File: src/rtl/hilo_div_ctrl_pkg.sv
// Shared definitions for the HI/LO divider controller.
// Contents: operand/counter widths, DIV/DIVU aluop codes, the double-width
// HI/LO bus type, FSM state encoding and sign helpers.
package hilo_div_ctrl_pkg;

  localparam int unsigned DIV_W        = 32;
  localparam int unsigned CNT_W        = 6;
  localparam int unsigned DIV_ITER     = 32;
  localparam int unsigned DOUBLE_REG_W = 2 * DIV_W;

  localparam logic [7:0] MINIMIPS32_DIV  = 8'h16;
  localparam logic [7:0] MINIMIPS32_DIVU = 8'h17;

  typedef logic [DOUBLE_REG_W-1:0] double_reg_bus_t;

  // HI carries the remainder, LO the quotient.
  typedef struct packed {
    logic [DIV_W-1:0] hi;
    logic [DIV_W-1:0] lo;
  } hilo_t;

  typedef enum logic [1:0] {
    ST_IDLE = 2'd0,
    ST_DIV  = 2'd1,
    ST_DONE = 2'd2,
    ST_DIVZ = 2'd3
  } div_state_t;

  // Two's-complement negation when en is set (wraps for the most negative value).
  function automatic logic [DIV_W-1:0] neg_if(input logic [DIV_W-1:0] x, input logic en);
    return en ? (~x + DIV_W'(1)) : x;
  endfunction

  // Magnitude of x when treated as signed; raw value otherwise.
  function automatic logic [DIV_W-1:0] mag_of(input logic [DIV_W-1:0] x, input logic is_signed);
    return neg_if(x, is_signed & x[DIV_W-1]);
  endfunction

endpackage

File: src/rtl/hilo_div_ctrl_div_core.sv
// Restoring divider datapath: operand/partial-remainder registers, one
// shift/subtract step per enabled cycle, and sign correction of the result.
// Ports:
//   clk, rst        clock, async active-high reset
//   load            capture operand magnitudes and sign flags, clear remainder
//   step            perform one restoring iteration
//   signed_op       1 = signed (DIV), 0 = unsigned (DIVU)
//   opdata1/opdata2 dividend / divisor
//   result_c        sign-corrected {rem, quo} as they will be after this step
module hilo_div_ctrl_div_core
  import hilo_div_ctrl_pkg::*;
(
  input  logic                    clk,
  input  logic                    rst,
  input  logic                    load,
  input  logic                    step,
  input  logic                    signed_op,
  input  logic [DIV_W-1:0]        opdata1,
  input  logic [DIV_W-1:0]        opdata2,
  output logic [DOUBLE_REG_W-1:0] result_c
);

  logic [DIV_W-1:0] dvd_q;   // dividend bits shift out the top, quotient bits in the bottom
  logic [DIV_W-1:0] dsr_q;
  logic [DIV_W-1:0] rem_q;
  logic             q_neg_q;
  logic             r_neg_q;

  logic [DIV_W:0]   rem_sh;
  logic [DIV_W-1:0] diff;
  logic             ge;
  logic [DIV_W-1:0] rem_nx;
  logic [DIV_W-1:0] dvd_nx;
  hilo_t            res;

  // One restoring step; the shifted remainder needs one extra bit before the compare.
  always_comb begin
    rem_sh = {rem_q, dvd_q[DIV_W-1]};
    ge     = (rem_sh >= {1'b0, dsr_q});
    diff   = rem_sh[DIV_W-1:0] - dsr_q;
    rem_nx = ge ? diff : rem_sh[DIV_W-1:0];
    dvd_nx = {dvd_q[DIV_W-2:0], ge};
    res.hi = neg_if(rem_nx, r_neg_q);
    res.lo = neg_if(dvd_nx, q_neg_q);
  end

  assign result_c = res;

  // Operand capture and iteration registers.
  always_ff @(posedge clk or posedge rst) begin
    if (rst) begin
      dvd_q   <= '0;
      dsr_q   <= '0;
      rem_q   <= '0;
      q_neg_q <= 1'b0;
      r_neg_q <= 1'b0;
    end else if (load) begin
      dvd_q   <= mag_of(opdata1, signed_op);
      dsr_q   <= mag_of(opdata2, signed_op);
      rem_q   <= '0;
      q_neg_q <= signed_op & (opdata1[DIV_W-1] ^ opdata2[DIV_W-1]);
      r_neg_q <= signed_op & opdata1[DIV_W-1];
    end else if (step) begin
      dvd_q   <= dvd_nx;
      rem_q   <= rem_nx;
    end
  end

endmodule

File: src/rtl/hilo_div_ctrl.sv
// Multi-cycle DIV/DIVU controller for the HI/LO writeback path: sequences a
// 32-step restoring divide, requests a pipeline stall until the result is
// ready, and presents {remainder, quotient} for the HI/LO write.
// Optional feature macro: HILO_DIV_ZERO_FAST_EN -- a zero divisor skips the
// iterations and answers {dividend, all-ones} one cycle after start.
// Ports:
//   cpu_clk_50M, cpu_rst   clock, async active-high reset
//   div_start_i            EX holds a valid DIV/DIVU
//   div_signed_i           1 = DIV, 0 = DIVU
//   div_opdata1_i/2_i      dividend / divisor
//   div_annul_i            flush/exception, aborts the divide
//   stall_i                pipeline held by another source
//   div_ready_o            result valid (HI/LO write enable)
//   div_result_o           {remainder, quotient}
//   stall_req_o            divider stall request
//   div_busy_o             controller not idle
module hilo_div_ctrl
  import hilo_div_ctrl_pkg::*;
(
  input  logic                 cpu_clk_50M,
  input  logic                 cpu_rst,
  input  logic                 div_start_i,
  input  logic                 div_signed_i,
  input  logic [DIV_W-1:0]     div_opdata1_i,
  input  logic [DIV_W-1:0]     div_opdata2_i,
  input  logic                 div_annul_i,
  input  logic                 stall_i,
  output logic                 div_ready_o,
  output logic [2*DIV_W-1:0]   div_result_o,
  output logic                 stall_req_o,
  output logic                 div_busy_o
);

  div_state_t              state;
  logic [CNT_W-1:0]        cnt;
  logic                    core_load;
  logic                    core_step;
  logic [DOUBLE_REG_W-1:0] core_res_c;

  assign core_load   = (state == ST_IDLE) & div_start_i & ~div_annul_i;
  assign core_step   = (state == ST_DIV) & ~div_annul_i;
  assign stall_req_o = div_start_i & ~div_ready_o & ~div_annul_i;
  assign div_busy_o  = (state != ST_IDLE);

  hilo_div_ctrl_div_core u_core (
    .clk       (cpu_clk_50M),
    .rst       (cpu_rst),
    .load      (core_load),
    .step      (core_step),
    .signed_op (div_signed_i),
    .opdata1   (div_opdata1_i),
    .opdata2   (div_opdata2_i),
    .result_c  (core_res_c)
  );

  // Control FSM; annul wins over start and over completion.
  always_ff @(posedge cpu_clk_50M or posedge cpu_rst) begin
    if (cpu_rst) begin
      state        <= ST_IDLE;
      cnt          <= '0;
      div_ready_o  <= 1'b0;
      div_result_o <= '0;
    end else if (div_annul_i) begin
      state       <= ST_IDLE;
      cnt         <= '0;
      div_ready_o <= 1'b0;
    end else begin
      case (state)
        ST_IDLE: begin
          div_ready_o <= 1'b0;
          if (div_start_i) begin
`ifdef HILO_DIV_ZERO_FAST_EN
            if (div_opdata2_i == '0) begin
              state        <= ST_DIVZ;
              div_ready_o  <= 1'b1;
              div_result_o <= {div_opdata1_i, {DIV_W{1'b1}}};
            end else
`endif
            begin
              state <= ST_DIV;
              cnt   <= '0;
            end
          end
        end
        ST_DIV: begin
          cnt <= cnt + CNT_W'(1);
          // Last step: capture the corrected result straight from the step logic.
          if (cnt == CNT_W'(DIV_ITER - 1)) begin
            state        <= ST_DONE;
            div_ready_o  <= 1'b1;
            div_result_o <= core_res_c;
          end
        end
        ST_DONE: begin
          if (!stall_i) begin
            state       <= ST_IDLE;
            div_ready_o <= 1'b0;
          end
        end
        ST_DIVZ: begin
          // Ready already shown this cycle; only linger in DONE if the pipe is held.
          if (stall_i) begin
            state <= ST_DONE;
          end else begin
            state       <= ST_IDLE;
            div_ready_o <= 1'b0;
          end
        end
      endcase
    end
  end

endmodule

File: config.mk
export PLATFORM = sky130hd
export DESIGN_NAME = hilo_div_ctrl
export DESIGN_NICKNAME = d
export VERILOG_FILES = /design/src/rtl/hilo_div_ctrl_pkg.sv /design/src/rtl/hilo_div_ctrl_div_core.sv /design/src/rtl/hilo_div_ctrl.sv
export SDC_FILE = /design/constraint.sdc
export NUM_CORES = 1
export LEC_CHECK = 0
export ABC_AREA = 1
export BUFFER_PORTS_ARGS = -buffer_cell sky130_fd_sc_hd__buf_4
export CORE_ASPECT_RATIO = 0.5
export CORE_MARGIN = 3
export CORE_UTILIZATION = 35
export CTS_CLUSTER_DIAMETER = 150
export DETAILED_ROUTE_END_ITERATION = 10
export PLACE_DENSITY = 0.6
export SYNTH_ARGS = -nofsm -noshare
export SYNTH_HDL_FRONTEND = slang
export SYNTH_HIERARCHICAL = 1
export SYNTH_SLANG_ARGS = --single-unit
File: constraint.sdc
create_clock -name cpu_clk_50M -period 4.75 [get_ports cpu_clk_50M]
set_input_delay 0.95 -clock cpu_clk_50M [delete_from_list [all_inputs] [get_ports cpu_clk_50M]]
set_output_delay 0.95 -clock cpu_clk_50M [all_outputs]
set_load 0.02 [all_outputs]
==> results of run 1 <==
-- per-layer routing --
metal / up-vias / track usage [%]
met5: - / 0
met4: 0 / 4.188
met3: 51 / 3.552
met2: 415 / 34.35
met1: 6282 / 30.39
li1: 6770 / -
-- worst reg2reg max path: cells and delay by family, from the launching register on --
kind / cells / cell delay [ps]
simple gates: 13 / 1850
flops: 1 / 420
fa+ha+maj: 2 / 550
compound gates: 4 / 630
xor+xnor: 1 / 160
buf+inv: 4 / 360
-- where the power goes --
group          internal (W)  switching [W]
combinational       0.00219        0.00525
clock              0.000728       0.000760
sequential          0.00176       0.000300
-- metrics by stage --
stage	util, %	instances	power, W	worst slack, ps
4_1_cts	41.49	2726	0.01089	776.5
6_report	41.49	2726	0.01099	735.5
3_3_place_gp	39.82	2694	0.009348	857.5
5_1_grt	41.49	2726	0.01202	265.9
2_1_floorplan	-	2083	0.007350	1238
3_5_place_dp	39.82	2694	0.009339	800.3
-- registers in the layout (all words and copies together) (netlist names), 2 cells and up --
signal	flops
u_core/rem_q	32
cnt	6
state	2
u_core/dvd_q	32
div_result_o	64
u_core/dsr_q	32
-- area by class of cell --
cell class | instances | area (um2) | share of cell area [%]
flip-flops and latches | 171 | 4279 | 27.21
inverters | 376 | 1414 | 8.990
multi-input cells | 1474 | 7579 | 48.19
well taps | 520 | 650.6 | 4.137
clock buffers | 17 | 425.4 | 2.705
repair buffers | 153 | 1174 | 7.462
clock inverters | 15 | 206.4 | 1.313
-- cell usage in the layout (no fill, tap or decap), types with 4 or more instances in the layout --
cell type    n
o22ai_1     15
dfrtp_1    171
nor2_1     172
clkinv_8     7
nand3_1    182
o21bai_1     4
o21ai_1     16
nand2_2     19
clkbuf_16   17
and2_1       9
nor2_2       5
xnor2_1     10
nand2_1    608
inv_2        8
buf_4      151
or2_2       10
o21ai_2     58
xor2_1      78
o21ai_0     97
inv_1      364
o211ai_1    27
a21oi_1     44
nand3b_1    13
nor3_1      20
nand4_1     21
nor2_4       4
ha_1        37
-- kinds of logic after synthesis --
group           Yosys count
fa+ha+maj                38
compound gates          273
simple gates           1075
buf+inv                 438
flops                   171
xor+xnor                 88
-- path summary, 6_finish.rpt --
path	from	endpoint	slack [ps]	depth (start not counted)
setup / recovery	u_core/rem_q[7]	div_result_o[30]	740	24
hold / removal	div_result_o[55]	div_result_o[55]	490	2
setup reg to reg	u_core/rem_q[7]	div_result_o[30]	740	24
hold reg to reg	div_result_o[55]	div_result_o[55]	490	2
max in group asynchronous	cpu_rst	cnt[4]	3090	3
min in group asynchronous	cpu_rst	div_result_o[62]	720	2
==> impl_summary.log, run 1 <==
[metrics] outcome: finished, final reports clean
[metrics] count of flip-flops with a built-in enable after synthesis: 0
[metrics] cell class contributing the biggest share of worst-path delay: simple AND/OR/NAND/NOR gates
[metrics] power density of the placed cells: ~700 nW/um2
[metrics] pin count of the biggest net entering global routing: 130
[metrics] maximum net fanout on the critical path: 14
[metrics] dpl hpwl: 34.80 mm
[metrics] highest metal layer used by the detailed router: met4
[metrics] Met2 Routed Length: between 15 and 20 mm
[metrics] worst endpoint data arrival time: roughly 4400 ps
[metrics] met3 wire length: between 2 and 3 mm
[metrics] pins over their slew limit: 0
[metrics] root cell of the clock tree: clkbuf_16
[metrics] Yosys warning total: 6
[metrics] final wirelength: approximately 44 mm
[metrics] min-delay worst type: reg -> reg
[metrics] most used cell, CP: nand2_1
[metrics] CTS Sinks: approximately 170
[metrics] Compound-Gate Fraction of Synth Area: roughly an eighth
[metrics] Seq cells post-synth: 171
[metrics] ant diodes: 0
[metrics] Clock Tree Buf Depth: 2
[metrics] clock tree from TritonCTS: done
[metrics] clock latency of the later-clocked register in the worst-skew pair: roughly 460 ps
[metrics] number of setup buffers added after CTS: 0
[metrics] minimum period implied by the final worst setup slack: roughly 4000 ps
[metrics] mean instance size in the synthesized netlist: 6.540 um2
[metrics] Syn-to-layout area delta: 15.46%
[metrics] summed instance area of the synthesized netlist: approximately 14000 um2
[metrics] ports placed on the boundary: between 100 and 150
[metrics] largest stage delay on the critical path: approximately 420 ps
[metrics] Critical Path, Cell by Cell: ha_1, nand2_1, inv_1, nand2_1, nand2_1, inv_2, nand3_2, nand2_1, nand2_2, nand2_4, nand2_4, inv_2, ha_1, nand3_1, nor3_1, nand4_1, nor2_1, a21oi_1, a21oi_1, o21ai_0, nor2_1, xor2_1, inv_1, o21ai_2
[metrics] Layout fillers: a little over 4000
[metrics] Overall Global Routing Usage: about a fifth
[metrics] most frequent cells after synthesis: 608 x nand2_1, 367 x inv_1, 182 x nand3_1
[metrics] Syn Inst Count: between 2000 and 2500
[metrics] Post-Syn Nets: approximately 2200
[metrics] normalized max-slew margin: about 28%
[metrics] fraction of synthesized area in multiplexers: 0%
[metrics] Core Box Area: 37910 um2
[metrics] grt total ovfl: 0
[metrics] fraction of final layout cells sized beyond drive strength 1: a little over an eighth
[metrics] share of flip-flops with an asynchronous set or reset after synthesis: 100.0%
[metrics] metal1 wirelength: around 21 mm
[metrics] total negative setup slack: 0 ps
[metrics] area leader, netlist: dfrtp_1
[metrics] RSZ-0062 raised after global routing: no
[metrics] clock-pin slew on the worst setup and hold paths: 90 ps
[metrics] worst supply voltage drop on vdd: between 0.3 and 0.4 mV
[metrics] wire length per cell: ~16 um
[metrics] initial antenna violation count: 0
[metrics] cell types occupying the most area after synthesis: dfrtp_1 31%, nand2_1 17%, inv_1 10%
[metrics] Distinct cells, synth: 47
[metrics] Most used DFF post-synth: dfrtp_1
[metrics] detailed-router iteration count before antenna repair: 6
[metrics] Net count, final: approximately 2300
[metrics] die extent in x: between 200 and 300 um
[metrics] Leakage: 8.472 nW
[metrics] FP Rows: 50
[metrics] number of clock buffers inserted by TritonCTS: 17
[metrics] total of endpoints with negative setup slack in the final report: 0
[metrics] category of the worst setup path capture point: register
[metrics] critical path launch point type: register
[metrics] fraction of the cycle the final worst path needs: roughly 85%
[metrics] basic-gate share of the synthesized area counting and, or, nand and nor cells: between 30% and 40%
[metrics] max frequency: between 200 and 250 MHz
[metrics] hold_buf cts: 0
[metrics] final worst clock skew: roughly 15 ps
[metrics] starting utilization of the core area: 35.93%
[metrics] final std cell area, no fill: ~16000 um2
[metrics] number of gates resized after CTS: 0
[metrics] H-tree level count: 4
[metrics] number of global-route vias before repair: ~13000
[metrics] instance area at placement: between 15000 and 20000 um2
[metrics] data required time of the worst path: between 5000 and 6000 ps
[metrics] Post-Synth XOR/XNOR Area: approximately 5.7%
[metrics] wire length of the first global-routing pass: 70.91 mm
[metrics] DR iter-0 viols: 1286
[metrics] category of the most critical setup path: reg -> reg
[metrics] DIE AREA: 41470 um2
[metrics] global placement routability congestion: between 0.9 and 1
[metrics] detail-routed via count per cell: roughly 5.0
[metrics] max-cap viol count: 0
[metrics] count of input and output buffers: 136
[metrics] adder and majority gate portion of the synthesized area: under 10%
[metrics] most frequent cell after synthesis: nand2_1
[metrics] count of buffer and inverter cells on the critical path: 4
[metrics] main combinational cell family by area after synthesis: simple AND/OR/NAND/NOR gates
[metrics] fraction of synthesized cell area taken by the top area cell type: a little under a third
[metrics] standard cell with the maximum stage delay on the critical path: dfrtp_1
[metrics] number of antenna-violating nets in the routed design: 0
[metrics] Slew @ Worst Pin: ~1100 ps
[metrics] remaining design rule violation count: 0
[metrics] die height: ~150 um
[metrics] count of vias placed by the detailed router: 13518
[metrics] Seq/Total Area, Yosys: about a third
[metrics] Fin Hold WS: between 400 and 500 ps
[metrics] final hold violation count: 0
Note: power is estimated with default switching activity, not from simulation.
==> inputs of run 2 (changes only) <==
==> constraint.sdc (replaced) <==
create_clock -name cpu_clk_50M -period 3.7 [get_ports cpu_clk_50M]
set_input_delay 0.74 -clock cpu_clk_50M [delete_from_list [all_inputs] [get_ports cpu_clk_50M]]
set_output_delay 0.74 -clock cpu_clk_50M [all_outputs]
set_load 0.02 [all_outputs]
==> run 2 against run 1 <==
Effect of this change:
- sequential power grew 30%
- total power grew 43%
- global-route usage is 0.28 points higher
- register-to-register slack got worse by 530 ps
- count of clock-buffer cells in the layout unchanged
- worst hold slack got worse by 120 ps
- core utilization rose by 2.3 points
- highest routed layer unchanged
==> impl_summary.log, run 2 (same netlist as run 1, synthesis figures left out) <==
[metrics] number of clock buffers inserted by TritonCTS: 17 (unchanged)
[metrics] Layout fillers: 4072 (-0.61%)
[metrics] detailed-router iteration count before antenna repair: 5 (-1)
[metrics] count of input and output buffers: 136 (unchanged)
[metrics] clock latency of the later-clocked register in the worst-skew pair: 460 ps (about the same)
[metrics] max frequency: 286.3 MHz (+15%)
[metrics] clock-pin slew on the worst setup and hold paths: 80 ps (about the same)
[metrics] die extent in x: 285.0 um (unchanged)
[metrics] normalized max-slew margin: 47.50% (+20 points)
[metrics] FF-to-FF setup slack: 210 ps (-530 ps)
[metrics] dpl hpwl: 35.40 mm (+1.7%)
[metrics] commonest non-fill, non-tap cells in the layout: 599 x nand2_1, 363 x inv_1, 211 x buf_4
[metrics] number of antenna-violating nets in the routed design: 0 (unchanged)
[metrics] wire length per cell: 16.10 um (-0.78%)
[metrics] category of the most critical setup path: reg -> reg
[metrics] data required time of the worst path: 4090 ps (-1050 ps)
[metrics] Syn-to-layout area delta: 21.99%
[metrics] root cell of the clock tree: clkbuf_16
[metrics] detail-routed via count per cell: 4.916 (-0.86%)
[metrics] max-cap viol count: 0 (unchanged)
[metrics] Leakage: 8.795 nW (+3.8%)
[metrics] minimum period implied by the final worst setup slack: 3493 ps (-521.1 ps)
[metrics] final core occ: 43.83% (+2.3 points)
[metrics] number of global-route vias before repair: 13180 (+4.7%)
[metrics] critical path launch point type: register
[metrics] remaining design rule violation count: 0 (unchanged)
[metrics] worst endpoint data arrival time: 3880 ps (-520 ps)
[metrics] total of endpoints with negative setup slack in the final report: 0 (unchanged)
[metrics] outcome: finished, final reports clean
[metrics] Overall Global Routing Usage: 21.65% (+0.28 points)
[metrics] worst supply voltage drop on vdd: 0.4136 mV (+17%)
[metrics] instance area at placement: 15580 um2 (+3.2%)
[metrics] Net count, final: 2365 (+2.8%)
[metrics] final worst clock skew: 15.52 ps (+0.8878 ps)
[metrics] most used cell, CP: nor2_4
[metrics] number of flip-flops under the largest register name: 64 (unchanged)
[metrics] global placement routability congestion: 0.9787 (+2.4%)
[metrics] Critical Path, Cell by Cell: inv_1, ha_1, nand2_2, nor2_4, nand2_1, nor2_4, nand2_1, nand2_2, nor2_4, nand2_4, inv_2, ha_2, nand3_4, nor3_4, nand4_1, nor2_2, buf_4, nand3_1, nor2_1, nor2_1, a21oi_2, xor2_1, inv_1, o21ai_2
[metrics] pins over their slew limit: 0 (unchanged)
[metrics] total negative setup slack: 0 ps (unchanged)
[metrics] standard cell with the maximum stage delay on the critical path: dfrtp_1
[metrics] Slew @ Worst Pin: 786.4 ps (-299.1 ps)
[metrics] min-delay worst type: in -> async
[metrics] clock tree from TritonCTS: done
[metrics] ports placed on the boundary: 137 (unchanged)
[metrics] DIE AREA: 41470 um2 (unchanged)
[metrics] die height: 145.5 um (unchanged)
[metrics] DR iter-0 viols: 1192 (-7.3%)
[metrics] H-tree level count: 4 (unchanged)
[metrics] placed cell count: 2754 (+2.2%)
[metrics] final cell count without fillers: 2790 (+2.3%)
[metrics] final std cell area, no fill: 16620 um2 (+5.7%)
[metrics] count of vias placed by the detailed router: 13716 (+1.5%)
[metrics] ant diodes: 0 (unchanged)
[metrics] final wirelength: 44.91 mm (+1.5%)
[metrics] fraction of final layout cells sized beyond drive strength 1: 18.37% (+4.8 points)
[metrics] pin count of the biggest net entering global routing: 83 (-36%)
[metrics] total power consumption of the routed design: 0.01572 W (+43%)
[metrics] Clock Tree Buf Depth: 2 (unchanged)
[metrics] most common cell after layout, fill and taps aside: nand2_1
[metrics] largest stage delay on the critical path: 370 ps (-50 ps)
[metrics] grt total ovfl: 0 (unchanged)
[metrics] maximum net fanout on the critical path: 5 (-9)
[metrics] Core Box Area: 37910 um2 (unchanged)
[metrics] largest reg by FF count: div_result_o
[metrics] power density of the placed cells: 945.9 nW/um2 (+35%)
[metrics] CTS Sinks: 171 (unchanged)
[metrics] category of the worst setup path capture point: register
[metrics] fraction of the cycle the final worst path needs: 94.42% (+9.9 points)
[metrics] starting utilization of the core area: 35.93% (unchanged)
[metrics] FP Rows: 50 (unchanged)
[metrics] wire length of the first global-routing pass: 71.93 mm (+1.4%)
[metrics] initial antenna violation count: 0 (unchanged)
[metrics] final hold violation count: 0 (unchanged)
## run 2: worst max-delay path, delay by kind of cell (launching register included)
kind	cells	cell delay, ps
AOI/OAI and AO/OA	2	290
xor gates and xnor gates	1	160
adders and majority gates	2	520
buffers and inverters	4	390
DFF	1	370
and+or+nand+nor	15	1720
## run 2: what timing repair did
| item | CTS | global route |
|---|---|---|
| cloned | 0 | 0 |
| buffers inserted | 0 | 4 |
| endpoints found under the setup margin | 11 | 32 |
| pin swaps | 0 | 6 |
| hold buffers | 0 | 0 |
| gates resized for setup | 3 | 65 |
## run 2: where the power goes
part | switching, W | internal (W) | total [W] | leakage (nW)
combinational | 0.00713 | 0.00398 | 0.0111 | 6.22
sequential | 0.000418 | 0.00226 | 0.00268 | 2.27
clock | 0.000994 | 0.000944 | 0.00194 | 0.305
total | 0.00854 | 0.00718 | 0.0157 | 8.80
## run 2: layer usage
layer	wire length (um)	share of wire, %	global-route usage (%)
met4	955	2.1	5.797
met2	20390	45	34.75
met5	0	0	0
met1	21460	48	30.68
met3	2105	4.7	2.911
## run 2: cell type report
class	instances	area, um2	share of cell area, %
Clock buffer	17	425.4	2.560
Clock inverter	15	206.4	1.242
Inverter	376	1414	8.508
Multi-Input combinational cell	1474	7945	47.81
Sequential cell	171	4280	25.76
Tap cell	520	650.6	3.915
Timing Repair Buffer	217	1695	10.20
## run 2: metrics by stage
step	hold WS [ps]	setup slack, ps
after floorplan	453.0	288.9
after global placement	468.1	-207.3
after detailed placement	469.2	-177.2
after CTS	382.8	0.9646
after global routing	402.0	-34.04
final	369.6	206.6
## run 2: path summary, 6_finish.rpt
path | from | cells after the start | end
min | cpu_rst | 2 | u_core/rem_q[23]
min in group cpu_clk_50M | div_result_o[43] | 2 | div_result_o[43]
max in group asynchronous | cpu_rst | 3 | cnt[2]
min reg2reg | div_result_o[43] | 2 | div_result_o[43]
max reg2reg | u_core/dsr_q[21] | 24 | div_result_o[28]
max | u_core/dsr_q[21] | 24 | div_result_o[28]
==> inputs of run 3 (changes only) <==
--- a/config.mk
+++ b/config.mk
@@ -9,10 +9,10 @@
 export BUFFER_PORTS_ARGS = -buffer_cell sky130_fd_sc_hd__buf_4
 export CORE_ASPECT_RATIO = 0.5
 export CORE_MARGIN = 3
-export CORE_UTILIZATION = 35
+export CORE_UTILIZATION = 40
 export CTS_CLUSTER_DIAMETER = 150
 export DETAILED_ROUTE_END_ITERATION = 10
-export PLACE_DENSITY = 0.6
+export PLACE_DENSITY = 0.66
 export SYNTH_ARGS = -nofsm -noshare
 export SYNTH_HDL_FRONTEND = slang
 export SYNTH_HIERARCHICAL = 1
==> run 3 against run 2 <==
Effect of this change:
- worst setup slack better by 37 ps
- worst hold slack better by 20 ps
- sequential cell count unchanged
- sequential power down 2%
- global-route usage up 2.8 points
- combinational power down 6%
- critical path depth down 2
- die area down 12%
- largest cell class unchanged
- via count about the same
- core utilization up 4.5 points
- clock power about the same
- register-to-register slack better by 40 ps
==> impl_summary.log, run 3 (same netlist as run 1, synthesis figures left out) <==
[metrics] net switching fraction of the power: 56.05% (+1.7 points)
[metrics] max frequency: 289.3 MHz (+1.1%)
[metrics] total of endpoints with negative setup slack in the final report: 0 (unchanged)
[metrics] die height: 136.5 um (-6.2%)
[metrics] DR iter-0 viols: 1412 (+18%)
[metrics] largest reg by FF count: div_result_o
[metrics] clock power share: 12.9% (+0.6 points)
[metrics] worst endpoint data arrival time: 3820 ps (-60 ps)
[metrics] Core Box Area: 33280 um2 (-12%)
[metrics] minimum period implied by the final worst setup slack: 3456 ps (-36.87 ps)
[metrics] pin count of the biggest net entering global routing: 103 (+24%)
[metrics] root cell of the clock tree: clkbuf_16
[metrics] fraction of final layout cells sized beyond drive strength 1: 16.25% (-2.1 points)
[metrics] detail-routed via count per cell: 5.109 (+3.9%)
[metrics] count of vias placed by the detailed router: 13729 (+0.095%)
[metrics] power density of the placed cells: 926.5 nW/um2 (-2.0%)
[metrics] fraction of the cycle the final worst path needs: 93.42% (-1.0 points)
[metrics] pins over their slew limit: 0 (unchanged)
[metrics] wire length of the first global-routing pass: 68.96 mm (-4.1%)
[metrics] post-layout worst setup margin: 243.5 ps (+36.87 ps)
[metrics] Slew @ Worst Pin: 747.6 ps (-38.85 ps)
[metrics] count of input and output buffers: 136 (unchanged)
[metrics] Syn-to-layout area delta: 18.16%
[metrics] final hold violation count: 0 (unchanged)
[metrics] Layout fillers: 3443 (-15%)
[metrics] instance area at placement: 15330 um2 (-1.6%)
[metrics] proportion of power drawn by flip-flops and latches: 17.6% (+0.6 points)
[metrics] clock latency of the later-clocked register in the worst-skew pair: 470 ps (about the same)
[metrics] remaining design rule violation count: 0 (unchanged)
[metrics] grt total ovfl: 0 (unchanged)
[metrics] ant diodes: 0 (unchanged)
[metrics] FP Rows: 47 (-6.0%)
[metrics] final worst clock skew: 18.85 ps (+3.330 ps)
[metrics] normalized max-slew margin: 49.64% (+2.1 points)
[metrics] number of antenna-violating nets in the routed design: 0 (unchanged)
[metrics] category of the worst setup path capture point: register
[metrics] hold_buf cts: 0 (unchanged)
[metrics] most common cell after layout, fill and taps aside: nand2_1
[metrics] Clock Tree Buf Depth: 2 (unchanged)
[metrics] H-tree level count: 4 (unchanged)
[metrics] ports placed on the boundary: 137 (unchanged)
[metrics] critical path launch point type: register
[metrics] outcome: finished, final reports clean
[metrics] wire length per cell: 16.41 um (+1.9%)
[metrics] internal power of the cells: 0.006554 W (-8.7%)
[metrics] data required time of the worst path: 4060 ps (-30 ps)
[metrics] Leakage: 8.689 nW (-1.2%)
[metrics] starting utilization of the core area: 40.93% (+5.0 points)
[metrics] pre-CTS setup slack: -102.7 ps (+74.49 ps)
[metrics] final std cell area, no fill: 16100 um2 (-3.1%)
[metrics] dpl hpwl: 34.78 mm (-1.7%)
[metrics] min-delay worst type: in -> async
[metrics] detailed-router iteration count before antenna repair: 5 (unchanged)
[metrics] DIE AREA: 36440 um2 (-12%)
[metrics] final wirelength: 44.09 mm (-1.8%)
[metrics] maximum net fanout on the critical path: 14 (+9)
[metrics] number of global-route vias before repair: 12606 (-4.4%)
[metrics] category of the most critical setup path: reg -> reg
[metrics] global placement routability congestion: 0.9828 (+0.42%)
[metrics] share of power burned in combinational logic: 69.5% (-1.1 points)
[metrics] initial antenna violation count: 1 (+1)
[metrics] number of flip-flops under the largest register name: 64 (unchanged)
[metrics] commonest non-fill, non-tap cells in the layout: 604 x nand2_1, 364 x inv_1, 187 x buf_4
[metrics] Overall Global Routing Usage: 24.40% (+2.8 points)
[metrics] switching pwr: 0.008358 W (-2.1%)
[metrics] Net count, final: 2341 (-1.0%)
[metrics] max-cap viol count: 0 (unchanged)
[metrics] die extent in x: 267.0 um (-6.3%)
[metrics] clock tree from TritonCTS: done
[metrics] clock-pin slew on the worst setup and hold paths: 80 ps (about the same)
[metrics] CTS Sinks: 171 (unchanged)
[metrics] worst supply voltage drop on vdd: 0.4564 mV (+10%)
[metrics] number of clock buffers inserted by TritonCTS: 17 (unchanged)
run 3: changes by cell type in the layout (fill, tap and decap cells not counted), moves of 2 or more:
cell / change
inv_6: -2
nand2_1: +5
nand2_2: -5
buf_4: -24
ha_4: -16
a21oi_1: +3
ha_1: +16
clkinv_4: +2
a21oi_2: -3
run 3: area by class of cell:
cell class	instances	area, um2	area share [%]
clock inverter	15	206.4	1.283
clock buffer	17	425.4	2.643
multi-input combinational	1474	7695	47.81
tap	441	551.8	3.428
sequential	171	4279	26.59
timing repair buffer	193	1524	9.468
inverter	376	1414	8.784
run 3: critical path, cell delays in order (launching register included):
cell	delay [ps]
dfrtp_1	420
ha_2	390
nand2_1	150
nor2_4	150
nand2_1	110
nor2_4	170
nand2_1	100
nand2_2	100
nor2_4	40
nand2_4	80
buf_4	160
buf_4	230
nand3_1	130
nand2_2	180
nand2_1	120
nor2_1	120
nand2_1	80
o21ai_0	250
nand2_1	90
nand2_1	70
nand2_1	60
inv_1	80
o21ai_2	60
run 3: what timing repair did:
item / 4_1_cts / 5_1_grt
resized for setup: 3 / 31
setup buffers: 0 / 0
endpoints found under the setup margin: 10 / 28
pin swaps: 0 / 1
run 3: routing by layer:
metal | wire [um] | global-route usage (%) | part of all wire, % | vias to the layer above
met5 | 12 | 0 | 0.027 | -
met4 | 1645 | 10.61 | 3.7 | 2
met3 | 2917 | 4.311 | 6.6 | 93
met2 | 19100 | 37.58 | 43 | 435
met1 | 20420 | 33.81 | 46 | 6377
li1 | - | - | - | 6822
run 3: through the flow:
step / power [W] / std cells / setup TNS, ps / hold WS [ps] / utilization [%]
2_1_floorplan: 0.009435 / 2083 / 0 / 453.0 / -
3_3_place_gp: 0.01258 / 2655 / -314.5 / 466.6 / 46.07
3_5_place_dp: 0.01258 / 2655 / -367.4 / 468.7 / 46.07
4_1_cts: 0.01459 / 2687 / 0 / 412.8 / 48.01
5_1_grt: 0.01624 / 2687 / -47.44 / 445.6 / 48.36
6_report: 0.01491 / 2687 / 0 / 390.1 / 48.36
run 3: path summary, 6_finish.rpt:
| check | from | endpoint | slack (ps) | depth (start not counted) |
|---|---|---|---|---|
| worst max-delay path | u_core/rem_q[22] | div_result_o[63] | 240 | 22 |
| worst min-delay path | cpu_rst | u_core/rem_q[31] | 390 | 2 |
| worst max register to register | u_core/rem_q[22] | div_result_o[63] | 240 | 22 |
| worst min register to register | u_core/dsr_q[16] | u_core/dsr_q[16] | 480 | 2 |
| max in group asynchronous | cpu_rst | u_core/dvd_q[18] | 2590 | 3 |
| min in group cpu_clk_50M | u_core/dsr_q[16] | u_core/dsr_q[16] | 480 | 2 |
run 3: power groups by stage:
stage          registers (W)  logic (W)  clock network [W]
2_1_floorplan        0.00253    0.00691                  0
3_3_place_gp         0.00263    0.00994                  0
3_5_place_dp         0.00265    0.00993                  0
4_1_cts              0.00261     0.0100            0.00196
5_1_grt              0.00267     0.0115            0.00205
6_report             0.00262     0.0104            0.00192
